`src/rtl/mt_sched_pkg.sv`:
```
// -----------------------------------------------------------------------------
// mt_sched_pkg
// Shared definitions for the multithreaded PC scheduler.
//   state_t          : scheduler FSM states (IDLE / RUN / DONE)
//   PC_STEP_DEFAULT  : default sequential fetch increment in bytes
//   SELF_LOOP_INSN   : encoding of `beq x0,x0,0`, the self-branch that halts a
//                      thread; benches use it to build halting programs
// -----------------------------------------------------------------------------
package mt_sched_pkg;

  typedef enum logic [1:0] {
    ST_IDLE = 2'd0,
    ST_RUN  = 2'd1,
    ST_DONE = 2'd2
  } state_t;

  localparam int          PC_STEP_DEFAULT = 4;
  localparam logic [31:0] SELF_LOOP_INSN  = 32'h00000063;

endpackage : mt_sched_pkg

```
`src/rtl/mt_pc_scheduler_rr_pick.sv`:
```
// -----------------------------------------------------------------------------
// rr_pick
// Rotating-priority picker. It returns the first requester strictly after
// i_last, wrapping around. i_last itself has the lowest priority. N must be a
// power of two, so the index arithmetic wraps naturally at IDX_W bits.
// Ports:
//   i_req   [N-1:0]     request mask
//   i_last  [IDX_W-1:0] most recently granted index
//   o_grant [IDX_W-1:0] granted index (0 when nothing requests)
//   o_any               at least one request is set
// -----------------------------------------------------------------------------
module rr_pick #(
  parameter int N     = 4,
  parameter int IDX_W = $clog2(N)
) (
  input  logic [N-1:0]     i_req,
  input  logic [IDX_W-1:0] i_last,
  output logic [IDX_W-1:0] o_grant,
  output logic             o_any
);

  // Scan from the farthest distance down to the nearest one. The last hit
  // written is the closest requester after i_last. Distance N truncates to 0,
  // so i_last itself is the final fallback.
  always_comb begin
    // NOTE: every output gets a default before the loop, so no latch is inferred.
    o_grant = '0;
    o_any   = 1'b0;
    for (int k = N; k >= 1; k--) begin
      if (i_req[i_last + IDX_W'(k)]) begin
        o_grant = i_last + IDX_W'(k);
        o_any   = 1'b1;
      end
    end
  end

endmodule : rr_pick

```
`src/rtl/mt_pc_scheduler.sv`:
```
// -----------------------------------------------------------------------------
// mt_pc_scheduler
// Multithreaded PC file and barrel fetch scheduler. It holds one PC per thread.
// Each cycle it picks the next runnable thread in round-robin order and feeds
// its tid/pc to IF. It applies branch redirects from ID. A thread halts when it
// redirects to its own PC (a self-branch). The run ends (DONE) once every
// enabled thread has halted.
//
// Optional feature: define MT_PC_FETCH_CNT_EN to build per-thread 32-bit fetch
// counters. When it is undefined, fetch_cnt is tied to zero.
//
// Ports:
//   clk, rst                 clock; synchronous active-high reset
//   start, thr_en            begin a run with the given thread mask (IDLE/DONE only)
//   init_we/init_tid/init_pc load one thread's start PC (IDLE/DONE only)
//   stall                    freeze selection and PC increment
//   redirect_*               ID-stage taken branch: thread, target, branch PC
//   fetch_valid/tid_if/pc_if fetch request to IF
//   halted                   per-thread halted or not-enabled flags
//   all_halted, busy         DONE / RUN state indicators
//   fetch_cnt                per-thread fetch counters, 32 bits each
// -----------------------------------------------------------------------------
module mt_pc_scheduler
  import mt_sched_pkg::*;
#(
  parameter int NUM_THREADS = 4,
  parameter int TID_W       = $clog2(NUM_THREADS),
  parameter int PC_W        = 11,
  parameter int PC_STEP     = PC_STEP_DEFAULT
) (
  input  logic                      clk,
  input  logic                      rst,
  input  logic                      start,
  input  logic [NUM_THREADS-1:0]    thr_en,
  input  logic                      init_we,
  input  logic [TID_W-1:0]          init_tid,
  input  logic [PC_W-1:0]           init_pc,
  input  logic                      stall,
  input  logic                      redirect_valid,
  input  logic [TID_W-1:0]          redirect_tid,
  input  logic [PC_W-1:0]           redirect_pc,
  input  logic [PC_W-1:0]           redirect_src_pc,
  output logic                      fetch_valid,
  output logic [TID_W-1:0]          tid_if,
  output logic [PC_W-1:0]           pc_if,
  output logic [NUM_THREADS-1:0]    halted,
  output logic                      all_halted,
  output logic                      busy,
  output logic [NUM_THREADS*32-1:0] fetch_cnt
);

  localparam logic [TID_W-1:0] LAST_RESET = TID_W'(NUM_THREADS - 1);

  state_t                   r_state;
  state_t                   w_state_next;
  logic [PC_W-1:0]          r_pc [NUM_THREADS];
  logic [NUM_THREADS-1:0]   r_halted;
  logic [TID_W-1:0]         r_last_tid;

  logic [TID_W-1:0]         w_sel;
  logic                     w_any;
  logic                     w_idle_or_done;
  logic                     w_start_acc;
  logic                     w_redir_take;
  logic [NUM_THREADS-1:0]   w_halt_mask;
  logic                     w_busy;
  logic                     w_all_halted;
  logic                     w_fetch;

  rr_pick #(
    .N     (NUM_THREADS),
    .IDX_W (TID_W)
  ) u_rr_pick (
    .i_req   (~r_halted),
    .i_last  (r_last_tid),
    .o_grant (w_sel),
    .o_any   (w_any)
  );

  assign w_idle_or_done = (r_state == ST_IDLE) || (r_state == ST_DONE);
  assign w_start_acc    = w_idle_or_done && start && (thr_en != '0);
  assign w_redir_take   = (r_state == ST_RUN) && redirect_valid && !r_halted[redirect_tid];
  // RUN always has a runnable thread. w_any only guards against an empty mask.
  assign w_fetch        = w_busy && w_any && !stall;

  // A self-branch marks its thread halted in the same update as the redirect.
  always_comb begin
    w_halt_mask = '0;
    if (w_redir_take && (redirect_pc == redirect_src_pc)) begin
      w_halt_mask[redirect_tid] = 1'b1;
    end
  end

  // ---------------------------------------------------------------------------
  // FSM
  // ---------------------------------------------------------------------------
  always_ff @(posedge clk) begin
    // NOTE: sequential state is written with non-blocking assignments only.
    if (rst) r_state <= ST_IDLE;
    else     r_state <= w_state_next;
  end

  always_comb begin
    w_state_next = r_state;
    w_busy       = 1'b0;
    w_all_halted = 1'b0;
    unique case (r_state)
      ST_IDLE: begin
        if (w_start_acc) w_state_next = ST_RUN;
      end
      ST_RUN: begin
        w_busy = 1'b1;
        // The run ends when the halts recorded this cycle cover every thread.
        if (&(r_halted | w_halt_mask)) w_state_next = ST_DONE;
      end
      ST_DONE: begin
        w_all_halted = 1'b1;
        if (w_start_acc) w_state_next = ST_RUN;
      end
      default: w_state_next = ST_IDLE;
    endcase
  end

  // ---------------------------------------------------------------------------
  // PC file, halt flags and rotation pointer
  // ---------------------------------------------------------------------------
  always_ff @(posedge clk) begin
    if (rst) begin
      // NOTE: the PC array is a small register file and must reset to zero,
      // so it is reset explicitly rather than left to a memory macro.
      for (int i = 0; i < NUM_THREADS; i++) r_pc[i] <= '0;
      r_halted   <= '0;
      r_last_tid <= LAST_RESET;
    end else begin
      // NOTE: these writes are ordered so the later one wins when they hit the
      // same thread. A redirect overrides the sequential increment.
      if (w_idle_or_done && init_we) r_pc[init_tid] <= init_pc;
      if (w_fetch) begin
        r_pc[w_sel] <= r_pc[w_sel] + PC_W'(PC_STEP);
        r_last_tid  <= w_sel;
      end
      if (w_redir_take) r_pc[redirect_tid] <= redirect_pc;

      if (w_start_acc) begin
        r_halted   <= ~thr_en;
        r_last_tid <= LAST_RESET;
      end else begin
        r_halted <= r_halted | w_halt_mask;
      end
    end
  end

  assign fetch_valid = w_fetch;
  assign tid_if      = w_sel;
  assign pc_if       = r_pc[w_sel];
  assign halted      = r_halted;
  assign all_halted  = w_all_halted;
  assign busy        = w_busy;

  // ---------------------------------------------------------------------------
  // Optional per-thread fetch counters
  // ---------------------------------------------------------------------------
`ifdef MT_PC_FETCH_CNT_EN
  logic [31:0] r_cnt [NUM_THREADS];

  always_ff @(posedge clk) begin
    if (rst || w_start_acc) begin
      for (int i = 0; i < NUM_THREADS; i++) r_cnt[i] <= '0;
    end else if (w_fetch) begin
      r_cnt[w_sel] <= r_cnt[w_sel] + 32'd1;
    end
  end

  always_comb begin
    fetch_cnt = '0;
    for (int i = 0; i < NUM_THREADS; i++) fetch_cnt[i*32 +: 32] = r_cnt[i];
  end
`else
  assign fetch_cnt = '0;
`endif

endmodule : mt_pc_scheduler

```
`config.mk`:
```
export PLATFORM = sky130hd
export DESIGN_NAME = mt_pc_scheduler
export DESIGN_NICKNAME = d
export VERILOG_FILES = /design/src/rtl/mt_sched_pkg.sv /design/src/rtl/mt_pc_scheduler_rr_pick.sv /design/src/rtl/mt_pc_scheduler.sv
export SDC_FILE = /design/constraint.sdc
export NUM_CORES = 1
export LEC_CHECK = 0
export BUFFER_PORTS_ARGS = -buffer_cell sky130_fd_sc_hd__buf_2
export CORE_ASPECT_RATIO = 0.7
export CORE_UTILIZATION = 40
export DETAILED_ROUTE_END_ITERATION = 6
export GPL_TIMING_DRIVEN = 0
export MAX_ROUTING_LAYER = met4
export PLACE_DENSITY = 0.8
export SLEW_MARGIN = 30
export SYNTH_ARGS = -nofsm -noshare
export SYNTH_HDL_FRONTEND = slang
export SYNTH_SLANG_ARGS = --single-unit
```
`constraint.sdc`:
```
create_clock -name clk -period 4.3 [get_ports clk]
set_input_delay 1.075 -clock clk [delete_from_list [all_inputs] [get_ports clk]]
set_output_delay 1.075 -clock clk [all_outputs]
set_load 0.02 [all_outputs]
```
* Word-level counts from Yosys, hierarchy flattened
Memories as Yosys holds them, arrays and structs flattened.
Cells that the tools add are included.
** Operators by class
- Add/sub/neg operators :: 4
- Order comparisons :: 6
- Equality and inequality tests :: 5
- Multiplexer cells :: 47
- Bitwise operators :: 3
- Reduce and logical (&&, ||, !) cells :: 21
** Operators by type and width (number)
- $mux W11 :: 3
- $reduce_or A11 Y1 :: 3
- $mux W1 :: 26
- $mux W2 :: 9
- $lt A2 B3 Y1 const B :: 5
- $add A11 B3 Y11 const B :: 1
- $eq A11 B11 Y1 :: 1
- $bmux W1 S2 :: 5
- $logic_and A1 B1 Y1 :: 9
- $mux W4 :: 2
- $not A4 Y4 :: 2
- $add A2 B2 Y2 const B :: 2
- $ne A2 B1 Y1 const B :: 2
- $or A4 B4 Y4 :: 1
- $pmux W2 S2 :: 1
- $reduce_and A4 Y1 :: 1
- $reduce_bool A4 Y1 :: 1
- $reduce_or A2 Y1 :: 2
- $add A2 B1 Y2 const B :: 1
- $demux W1 S2 :: 1
- $eq A2 B1 Y1 const B :: 1
- $eq A2 B2 Y1 const B :: 1
- $ge A2 B1 Y1 const B :: 1
- $logic_not A1 Y1 :: 2
- other kinds (3) :: 3
** Word-level totals
- Flip-flop bits (word level) :: 8
- Memory bits (writable) :: 44
- Input port bits :: 47
- Output and inout port bits :: 148
- Memories :: 1
** Memories
- r_pc :: words 4, bits a word 11, read ports 1, clocked after memory_dff 0, wr ports 4, line mt_pc_scheduler.sv:56 : logic [PC_W-1:0] r_pc [NUM_THREADS];

* Depth between registers and ports, before layout
Gate-level depths: netlist of run 1.
- Depth after elaboration :: 14
- Depth in mapped cells :: 13
- Mapped depth without buffers :: 12

* By module
Synthesis of run 1 repeated with hierarchy kept, for this count alone.
** Second synthesis, totals
- Cells, all modules :: 426
- Area, all modules :: 4245.3 µm²
** Modules (own cells, without submodules)
- mt_pc_scheduler :: instances 1, cells each 412, area an instance 4154.0 µm², sequential area each 1481.4 µm²
- rr_pick :: instances 1, cells each 14, area an instance 91.3 µm², sequential area each 0.0 µm²

* Least setup slack after synthesis of run 1
OpenSTA, ideal clock, no wires.
- Kind :: input -> register
- Start point :: input port redirect_tid[0]
- End point :: memory r_pc[3][0] (enable)
- Setup time :: 0.394 ns
- Data arrival time :: 2.842 ns
- Required time :: 3.906 ns
- Slack :: 1.064 ns
- Stages :: 7
- Buffers on the path :: 3
- Cells stage by stage :: buf_2 -> nor3b_1 -> or3_1 -> or3_1 -> clkbuf_1 -> clkbuf_1 -> o21ai_0
** RTL lines
- start, declared :: line mt_pc_scheduler.sv:40 : input logic [TID_W-1:0] redirect_tid,
- end, declared :: line mt_pc_scheduler.sv:56

* Worst setup path in the final report of run 1
- Start point :: register r_halted[0], in the netlist halted[0]
- End point :: output port pc_if[8]
** Between the ends
- Longest elaborated chain between the ends :: 8
** RTL lines
- start, declared :: line mt_pc_scheduler.sv:57 : logic [NUM_THREADS-1:0] r_halted;
- start signal, assigned :: line mt_pc_scheduler.sv:145 : r_halted <= ~thr_en;
- start signal, assigned :: line mt_pc_scheduler.sv:148 : r_halted <= r_halted | w_halt_mask;
- $not A4 Y4 * :: line mt_pc_scheduler.sv:74 : .i_req (~r_halted),
- $bmux W1 S2 :: line mt_pc_scheduler_rr_pick.sv:30 : if (i_req[i_last + IDX_W'(k)]) begin
- $mux W1 (not written as such) :: line mt_pc_scheduler_rr_pick.sv:30
- $mux W2 (3 in series) :: line mt_pc_scheduler_rr_pick.sv:30
- $mux W2 * :: line mt_pc_scheduler_rr_pick.sv:30
- $mem_v2 Z4 W11 *
- end, declared :: line mt_pc_scheduler.sv:45 : output logic [PC_W-1:0] pc_if,
Mark *: on every way between the ends. The rest lies on a longest branch, timed or not. The select of a mux whose other input is x is not followed.

==> results of run 1 <==
[metrics by stage]
stage,hold slack (ns),std cells,util (%)
2_1_floorplan,0.554,631,-
3_3_place_gp,0.583,844,51.4
3_5_place_dp,0.601,845,51.5
4_1_cts,0.614,853,53.0
5_1_grt,0.644,854,53.0
6_report,0.617,854,53.0
[routing by layer]
| metal | vias to the layer above | track usage, % |
|---|---|---|
| met5 | - | - |
| met3 | 12 | 6.25 |
| met4 | 0 | 4.02 |
| li1 | 1938 | - |
| met2 | 267 | 34.1 |
| met1 | 1820 | 29.6 |
[worst register-to-register path: stages, from the launching register on]
cell      delay, ns
dfxtp_1        0.36
buf_2          0.22
nand2_1        0.17
o21ai_1        0.35
inv_2          0.09
o21ai_0        0.18
a21oi_1        0.19
and2_1         0.29
nand2b_1       0.11
clkbuf_1       0.48
nor2_1         0.20
a221o_1        0.34
[cell families after synthesis]
family | count (synthesis) | share of synthesized area (%)
other | 1 | 0.0846
buffers and inverters | 164 | 25.3
AOI/OAI and AO/OA | 99 | 15.6
xor gates and xnor gates | 18 | 3.56
adders and majority gates | 1 | 0.282
and+or+nand+nor | 150 | 17.3
DFF | 52 | 33.4
muxes | 19 | 4.49
[layout make-up]
class / instances / area [um^2]
Inverter: 14 / 52.6
Tap cell: 148 / 185
Antenna cell: 1 / 2.50
Sequential cell: 52 / 1480
Timing Repair Buffer: 66 / 337
Buffer: 150 / 1070
Clock buffer: 7 / 143
Clock inverter: 1 / 8.76
Multi-Input combinational cell: 415 / 2310
Fill cell: 1006 / 4960
[path summary, 6_finish.rpt]
path | start | end | cells past startpoint
max | halted[0] | pc_if[8] | 8
min | r_last_tid[0] | r_last_tid[0] | 2
max reg2reg | halted[3] | r_pc[0][9] | 11
min reg2reg | r_last_tid[0] | r_last_tid[0] | 2
[synth_stat cells, types with 2 or more instances]
master | number | area, um^2
o21ai_0 | 38 | 190
xnor2_1 | 9 | 78.8
a22oi_1 | 7 | 52.6
inv_1 | 12 | 45.0
nand4_1 | 3 | 18.8
buf_2 | 5 | 25.0
o31a_1 | 2 | 17.5
dfxtp_1 | 8 | 160
and3_1 | 2 | 12.5
o21ai_1 | 3 | 15.0
nand2b_1 | 5 | 31.3
edfxtp_1 | 44 | 1320
mux2i_1 | 15 | 150
a21boi_0 | 2 | 15.0
xor2_1 | 9 | 78.8
a221o_1 | 4 | 40.0
o221ai_1 | 6 | 52.6
mux2_2 | 3 | 33.8
and2_1 | 3 | 18.8
a32oi_1 | 6 | 52.6
clkbuf_1 | 13 | 48.8
nor3b_1 | 2 | 15.0
or3_1 | 6 | 37.5
nand3b_1 | 2 | 15.0
or4b_2 | 2 | 20.0
a211oi_1 | 5 | 37.5
buf_4 | 129 | 968
a21oi_1 | 10 | 50.1
nand3_1 | 19 | 95.1
nand2_1 | 45 | 169
nor4_1 | 3 | 18.8
nor3_1 | 15 | 75.1
nor2b_1 | 3 | 18.8
o211ai_1 | 2 | 15.0
or2_2 | 3 | 18.8
nor2_1 | 27 | 101
buf_6 | 2 | 22.5
inv_2 | 2 | 7.51
[report_power, final]
| part | internal (mW) | switching, mW |
|---|---|---|
| Sequential | 0.587 | 0.0154 |
| Clock | 0.234 | 0.192 |
| Combinational | 0.207 | 0.363 |
[registers in the layout, indices dropped and copies added, names as in the netlist]
| register | cells |
|---|---|
| halted | 4 |
| r_last_tid | 2 |
| r_pc | 44 |
| r_state | 2 |
==> impl_results.md, run 1 <==
- Nets: 752
- Met1 Wirelength: 4.89 mm
- Starting Density: 42.0%
- Yosys warning count: 0
- First-pass GRT wire length: 19.0 mm
- CP max-delay cell: dfxtp_1
- Top Layer Used: met4
- CTS H-tree depth: 2
- Ys async rst share: 0%
- TNS Setup: 0 ns
- Avg Cell Area, Syn: 8.80 um^2
- Setup Buffers After CTS: 0
- Worst min-delay path category: reg -> reg
- Register area share after synthesis: 33.4%
- GPL Wtd Cong: 0.960
- Placed Area: 5440 um^2
- Clk Latency, worst-skew pair: 0.30 ns
- Die ar.: 11500 um^2
- All-layer global routing usage: 22.3%
- DRT iter0 DRCs: 448
- Sink Count: 52
- Final worst slack: 0.713 ns
- Yosys reg bits: 52
- Inserted Clock Buffers: 5
- Slew Viols, Final: 0
- Clk slew on worst S/H paths: 0.07 ns
- Place WS: 0.615 ns
- Post-synth top flop: edfxtp_1
- Period minus WS final: 3.59 ns
- Met3 WL: 1.85 mm
- Pin count of the biggest net entering global routing: 17
- Worst path bufs/invs: 3
- Vias in the first global route: 3670
- Max-cap viol count: 0
- Post-synth cell types: 66
- F_max: 0.279 GHz
- RSZ-0062 raised after global routing: no
- Via density per instance: 4.73
- Std cell rows: 31
- Largest stage delay on the critical path: 0.49 ns
- Final hold vios: 0
- R2R Setup Slk: 1.07 ns
- PwrDens: 286 nW/um^2
- Final setup fails: 0
- Req. time, crit path: 3.22 ns
- TritonRoute pass-1 iters: 7
- WL per Instance: 14.4 um
- Met2 wire len: 5.49 mm
- Residual DRC: 0
- Setup Skew: 0.00732 ns
- Type of the worst setup path: reg -> out
- Setup crit end kind: output pin
- PortBufs: 65
- Final instance area: 5590 um^2
- DRT antenna net count: 0
- Run status: finished clean
- HPWL after DPL: 9.45 mm
- Die Ht: 90.1 um
- Io pins: 195
- Commonest non-fill, non-tap cell in the layout: buf_4
- Mapped Area: 4430 um^2
- Worst-path fanout max: 10
- Layout cell share with drive strength beyond 1: 32.9%
- Slew @ Worst Pin: 0.906 ns
- Post-route clock period utilization: 83.4%
- Leakage: 2.70 nW
- GRT overflow: 0
- Cts hold-fix bufs: 0
- EDFF count, synth: 44
- Gate Count Post-Synth: 504
- Post-CTS sizing: 0
- CP arrival: 2.51 ns
- Worst rel slew slack: 39.0%
- Overall Power: 1.60 mW
- Startpoint types: flip-flop
- Core Footprint: 10600 um^2
- CTS Buffer Depth: 2
- Crit-path cells: nand2_1, a31o_2, nor2_2, buf_6, mux2i_1, mux2_4, inv_1, buf_2
- Area grow syn2layout: 26.1%
- Routed WL: 12.3 mm
- CTS root buf: clkbuf_16
- Delay-heaviest family, CP: buffers and inverters
- Worst vdd ir: 0.000147 V
- Most frequent cells in the layout: buf_4 (129), conb_1 (128), buf_2 (70)
- Initial antenna violation count: 1
- Via count: 4037
- CTS tree: built
- Die Wd: 128 um
No activity file was read; power rests on OpenSTA's default activity.
==> run 2, diff against run 1 <==
--- a/config.mk
+++ b/config.mk
@@ -11,7 +11,7 @@
 export DETAILED_ROUTE_END_ITERATION = 6
 export GPL_TIMING_DRIVEN = 0
 export MAX_ROUTING_LAYER = met4
-export PLACE_DENSITY = 0.8
+export PLACE_DENSITY = 0.83
 export SLEW_MARGIN = 30
 export SYNTH_ARGS = -nofsm -noshare
 export SYNTH_HDL_FRONTEND = slang
==> constraint.sdc (replaced) <==
create_clock -name clk -period 3.1 [get_ports clk]
set_input_delay 0.775 -clock clk [delete_from_list [all_inputs] [get_ports clk]]
set_output_delay 0.775 -clock clk [all_outputs]
set_load 0.02 [all_outputs]
==> impl_results.md, run 2 (same netlist as run 1, synthesis figures left out) <==
- Run status: finished clean (unchanged)
- Worst min-delay path category: reg -> reg (unchanged)
- First-pass GRT wire length: 19.0 mm (about the same)
- Setup crit end kind: output pin (unchanged)
- Leakage: 2.75 nW (was 2.70 nW)
- Min-Delay Path Depth: 2 (unchanged)
- Residual DRC: 0 (unchanged)
- WL per Instance: 14.9 um (was 14.4 um)
- All-layer global routing usage: 21.9% (was 22.3%)
- F_max: 0.327 GHz
- CTS tree: built (unchanged)
- Cts hold-fix bufs: 0 (unchanged)
- Max reg flops: 44 (unchanged)
- Core Footprint: 10600 um^2 (unchanged)
- Starting Density: 42.0% (unchanged)
- Final hold vios: 0 (unchanged)
- Overall Power: 2.40 mW (was 1.60 mW)
- Most frequent cells in the layout: buf_4 (135), conb_1 (128), buf_2 (66) (was buf_4 (129), conb_1 (128), buf_2 (70))
- Die Wd: 128 um (unchanged)
- Slew Viols, Final: 0 (unchanged)
- Period minus WS final: 3.06 ns
- Area grow syn2layout: 29.6% (was 26.1%)
- TNS Setup: 0 ns (unchanged)
- PortBufs: 65 (unchanged)
- Sink Count: 52 (unchanged)
- Clk slew on worst S/H paths: 0.07 ns (about the same)
- Initial antenna violation count: 0 (was 1)
- Startpoint types: flip-flop (unchanged)
- Via count: 4137 (was 4037)
- Nets: 755 (was 752)
- Largest stage delay on the critical path: 0.33 ns (was 0.49 ns)
- Post-route clock period utilization: 98.8%
- Hold EP: r_last_tid[1] (was r_last_tid[0])
- Origin of the critical flop-to-flop path: halted[3] (unchanged)
- Vias in the first global route: 3685 (was 3670)
- Layout cell share with drive strength beyond 1: 35.7% (was 32.9%)
- Setup Skew: 0.00617 ns (was 0.00732 ns)
- RSZ-0062 raised after global routing: yes (was no)
- HPWL after DPL: 9.62 mm (was 9.45 mm)
- Routed WL: 12.7 mm (was 12.3 mm)
- Final setup fails: 0 (unchanged)
- CP max-delay cell: dfxtp_1 (unchanged)
- FF-to-FF path depth: 10 (was 11)
- CTS H-tree depth: 2 (unchanged)
- Crit-path cells: buf_4, mux2_2, o221a_2, and2_4, buf_6, nand3_1, nand2_1, inv_1, buf_2 (was nand2_1, a31o_2, nor2_2, buf_6, mux2i_1, mux2_4, inv_1, buf_2)
- Worst path bufs/invs: 4 (was 3)
- DRT antenna net count: 0 (unchanged)
- Commonest non-fill, non-tap cell in the layout: buf_4 (unchanged)
- GPL Wtd Cong: 0.926 (was 0.960)
- TritonRoute pass-1 iters: 5 (was 7)
- Pin count of the biggest net entering global routing: 18 (was 17)
- Worst vdd ir: 0.000232 V (was 0.000147 V)
- DRT iter0 DRCs: 495 (was 448)
- Inserted Diodes: 0 (was 1)
- PwrDens: 418 nW/um^2 (was 286 nW/um^2)
- Worst Hold Launch: r_last_tid[1] (was r_last_tid[0])
- Critical R2R Capture: r_pc[1][9] (was r_pc[0][9])
- Die ar.: 11500 um^2 (unchanged)
- Slew @ Worst Pin: 0.633 ns (was 0.906 ns)
- Req. time, crit path: 2.32 ns (was 3.22 ns)
- GRT overflow: 0 (unchanged)
- Final instance area: 5750 um^2 (was 5590 um^2)
- Worst-path fanout max: 10 (unchanged)
- CP arrival: 2.29 ns (was 2.51 ns)
- Die Ht: 90.1 um (unchanged)
- CTS Buffer Depth: 2 (unchanged)
- Max-cap viol count: 0 (unchanged)
- Worst rel slew slack: 57.8% (was 39.0%)
- Std cell rows: 31 (unchanged)
- R2R Setup Slk: 0.13 ns (was 1.07 ns)
- Placed Area: 5440 um^2 (unchanged)
- Delay-heaviest family, CP: buffers and inverters (unchanged)
- Inserted Clock Buffers: 5 (unchanged)
- Register name with the most flops: r_pc (unchanged)
- Io pins: 195 (unchanged)
- Via density per instance: 4.83 (was 4.73)
- Type of the worst setup path: reg -> out (unchanged)
- Clk Latency, worst-skew pair: 0.30 ns (about the same)
- Layout Utilization: 54.5% (was 53.0%)
- CTS root buf: clkbuf_16 (unchanged)
-- run 2: per-layer routing --
layer | GRT usage, % | up-vias | wire length, um
li1 | - | 1951 | -
met1 | 28.0 | 1878 | 4800
met2 | 34.8 | 278 | 6260
met3 | 4.29 | 30 | 1430
met4 | 7.25 | 0 | 252
met5 | - | - | 0
-- run 2: worst reg2reg max path, stage by stage, from the launching register on --
cell	delay, ns
dfxtp_1	0.33
buf_4	0.17
mux2_2	0.26
o221a_2	0.29
and2_4	0.19
inv_2	0.11
o32a_1	0.34
nand4_4	0.22
nor4_4	0.26
xnor2_1	0.19
a221o_1	0.36
-- run 2: how the worst max path moves through the flow --
| stage | endpoint | cells past startpoint | startpoint |
|---|---|---|---|
| global route | pc_if[4] | 9 | halted[3] |
| detailed placement | r_pc[2][9] | 10 | redirect_tid[0] |
| floorplan | r_pc[3][0] | 7 | redirect_tid[0] |
| CTS | pc_if[8] | 8 | halted[1] |
| global placement | r_pc[3][8] | 7 | redirect_tid[0] |
| finish | pc_if[7] | 9 | halted[3] |
-- run 2: timing repair --
| item | in CTS | in global routing |
|---|---|---|
| gates resized for setup | 7 | 21 |
| endpoints found under the setup margin | 4 | 33 |
| setup buffers | 0 | 5 |
| pin swaps | 0 | 4 |
-- run 2: power by group --
| part | switching (mW) | total (mW) | internal, mW |
|---|---|---|---|
| Sequential | 0.0208 | 0.836 | 0.815 |
| Combinational | 0.525 | 0.838 | 0.313 |
| Clock | 0.264 | 0.730 | 0.466 |
-- run 2: final cells by class --
type / instances / area (um^2)
Buffer: 148 / 1080
Clock buffer: 5 / 125
Clock inverter: 3 / 68.8
Fill cell: 949 / 4800
Inverter: 14 / 55.1
Multi-Input combinational cell: 415 / 2370
Sequential cell: 52 / 1490
Tap cell: 148 / 185
Timing Repair Buffer: 71 / 377
-- run 2: metrics by stage --
step,setup WS [ns],instances,hold WS [ns]
after detailed placement,-0.213,845,0.604
final,0.0383,856,0.596
after global placement,-0.771,844,0.575
after CTS,0.00392,853,0.592
after global routing,-0.0199,856,0.664
after floorplan,0.164,631,0.554
==> run 3, diff against run 2 <==
--- a/config.mk
+++ b/config.mk
@@ -11,7 +11,7 @@
 export DETAILED_ROUTE_END_ITERATION = 6
 export GPL_TIMING_DRIVEN = 0
 export MAX_ROUTING_LAYER = met4
-export PLACE_DENSITY = 0.83
+export PLACE_DENSITY = 0.8
 export SLEW_MARGIN = 30
 export SYNTH_ARGS = -nofsm -noshare
 export SYNTH_HDL_FRONTEND = slang
==> constraint.sdc (replaced) <==
create_clock -name clk -period 2.9 [get_ports clk]
set_input_delay 0.725 -clock clk [delete_from_list [all_inputs] [get_ports clk]]
set_output_delay 0.725 -clock clk [all_outputs]
set_load 0.02 [all_outputs]
==> impl_results.md, run 3 (same netlist as run 1, synthesis figures left out) <==
- Req. time, crit path: 2.17 ns (was 2.32 ns)
- Via count: 4170 (was 4137)
- Worst setup endpoint: pc_if[9] (was pc_if[7])
- CP arrival: 2.15 ns (was 2.29 ns)
- PwrDens: 418 nW/um^2 (about the same)
- HPWL after DPL: 9.45 mm (was 9.62 mm)
- All-layer global routing usage: 22.5% (was 21.9%)
- Most frequent cells in the layout: buf_4 (141), conb_1 (128), buf_2 (64) (was buf_4 (135), conb_1 (128), buf_2 (66))
- First-pass GRT wire length: 19.1 mm (was 19.0 mm)
- Placed Area: 5440 um^2 (unchanged)
- Vias in the first global route: 3689 (was 3685)
- Die ar.: 11500 um^2 (unchanged)
- CTS tree: built (unchanged)
- Residual DRC: 1 (was 0)
- Leakage: 2.79 nW (was 2.75 nW)
- Final instance area: 5900 um^2 (was 5750 um^2)
- Final hold vios: 0 (unchanged)
- Clk slew on worst S/H paths: 0.07 ns (about the same)
- Max reg flops: 44 (unchanged)
- Worst vdd ir: 0.000231 V (was 0.000232 V)
- CTS root buf: clkbuf_16 (unchanged)
- Io pins: 195 (unchanged)
- Period minus WS final: 2.88 ns
- TritonRoute pass-1 iters: 7 (was 5)
- Nets: 762 (was 755)
- Commonest non-fill, non-tap cell in the layout: buf_4 (unchanged)
- F_max: 0.347 GHz
- Inserted Clock Buffers: 5 (unchanged)
- Routed WL: 12.7 mm (about the same)
- Max-cap viol count: 0 (unchanged)
- Via density per instance: 4.82 (was 4.83)
- RSZ-0062 raised after global routing: yes (unchanged)
- Hold WS: 0.586 ns (was 0.596 ns)
- Slew @ Worst Pin: 0.785 ns (was 0.633 ns)
- Area grow syn2layout: 33.1% (was 29.6%)
- Origin of the critical flop-to-flop path: halted[3] (unchanged)
- CTS Buffer Depth: 2 (unchanged)
- Worst rel slew slack: 47.7% (was 57.8%)
- Run status: finished with violations (was finished clean)
- Register name with the most flops: r_pc (unchanged)
- Critical R2R Capture: r_pc[1][9] (unchanged)
- Setup Skew: 0.00760 ns (was 0.00617 ns)
- PortBufs: 65 (unchanged)
- DRT iter0 DRCs: 445 (was 495)
- Layout cell share with drive strength beyond 1: 38.5% (was 35.7%)
- R2R Setup Slk: 0.04 ns (was 0.13 ns)
- Type of the worst setup path: reg -> out (unchanged)
- Die Wd: 128 um (unchanged)
- Worst setup path startpoint: halted[3] (unchanged)
- Die Ht: 90.1 um (unchanged)
- Sink Count: 52 (unchanged)
- CTS H-tree depth: 2 (unchanged)
- Pin count of the biggest net entering global routing: 17 (was 18)
- Worst-path fanout max: 10 (unchanged)
- Initial antenna violation count: 2 (was 0)
- WL per Instance: 14.7 um (was 14.9 um)
- Post-route clock period utilization: 99.3%
- GPL Wtd Cong: 0.960 (was 0.926)
- Core Footprint: 10600 um^2 (unchanged)
- Slew Viols, Final: 0 (unchanged)
- Final setup fails: 0 (unchanged)
- Startpoint types: flip-flop (unchanged)
- Std cell rows: 31 (unchanged)
- GRT overflow: 0 (unchanged)
- Overall Power: 2.47 mW (was 2.40 mW)
- FF-to-FF path depth: 10 (unchanged)
- DRT antenna net count: 0 (unchanged)
- Clk Latency, worst-skew pair: 0.30 ns (about the same)
- Failing checks: design-rule violations
- Starting Density: 42.0% (unchanged)
- Worst min-delay path category: reg -> reg (unchanged)
- Setup crit end kind: output pin (unchanged)
[run 3: worst min-delay path by stage]
stage | startpoint | to | cells past startpoint
floorplan | r_last_tid[0] | r_last_tid[0] | 2
global placement | r_last_tid[0] | r_last_tid[0] | 2
detailed placement | r_last_tid[0] | r_last_tid[0] | 2
CTS | thr_en[2] | halted[2] | 2
global route | thr_en[2] | halted[2] | 2
finish | r_last_tid[1] | r_last_tid[1] | 2
[run 3: area by class of cell]
type	instances	area [um^2]
fillers	966	4650
inverters	14	55.1
repair buffers	78	450
well taps	148	185
clock buffers	7	143
clock inverters	1	8.76
plain buffers	148	1110
diodes	2	5.00
multi-input cells	415	2450
flip-flops and latches	52	1500
[run 3: timing repair]
item / 4_1_cts / 5_1_grt
resized for setup: 25 / 44
hold buffers: 0 / 0
gates cloned: 0 / 0
buffers inserted: 1 / 11
pin swaps: 2 / 7
endpoints found under the setup margin: 33 / 82
[run 3: power breakdown]
| group | leakage, nW | internal (mW) | switching, mW |
|---|---|---|---|
| clock network | 0.0741 | 0.346 | 0.281 |
| logic | 2.19 | 0.370 | 0.575 |
| registers | 0.525 | 0.870 | 0.0238 |
| total | 2.79 | 1.59 | 0.880 |
[run 3: metrics by stage]
stage	worst slack [ns]	std cells	util (%)	TNS, ns
2_1_floorplan	0.0139	631	-	0
3_3_place_gp	-0.860	844	51.4	-18.46
3_5_place_dp	-0.435	845	51.5	-13.18
4_1_cts	-0.0487	852	53.7	-0.0705
5_1_grt	-0.0946	865	55.9	-0.197
6_report	0.0214	865	55.9	0
[run 3: worst max-delay path, cell delays in order (launching register included)]
cell,delay (ns)
dfxtp_2,0.33
buf_6,0.13
mux2_2,0.27
o221a_4,0.24
and2_4,0.17
buf_12,0.15
mux2_4,0.34
inv_1,0.06
buf_2,0.15
[run 3: layer usage]
metal  vias up  share of wire, %  GRT usage (%)  routed length (um)
met1      1903                40           29.7                5050
met2       298                46           34.1                5770
met3        17                14           6.31                1730
met4         0               1.0           4.61                 130
li1       1952                 -              -                   -
met5         -                 0              -                   0
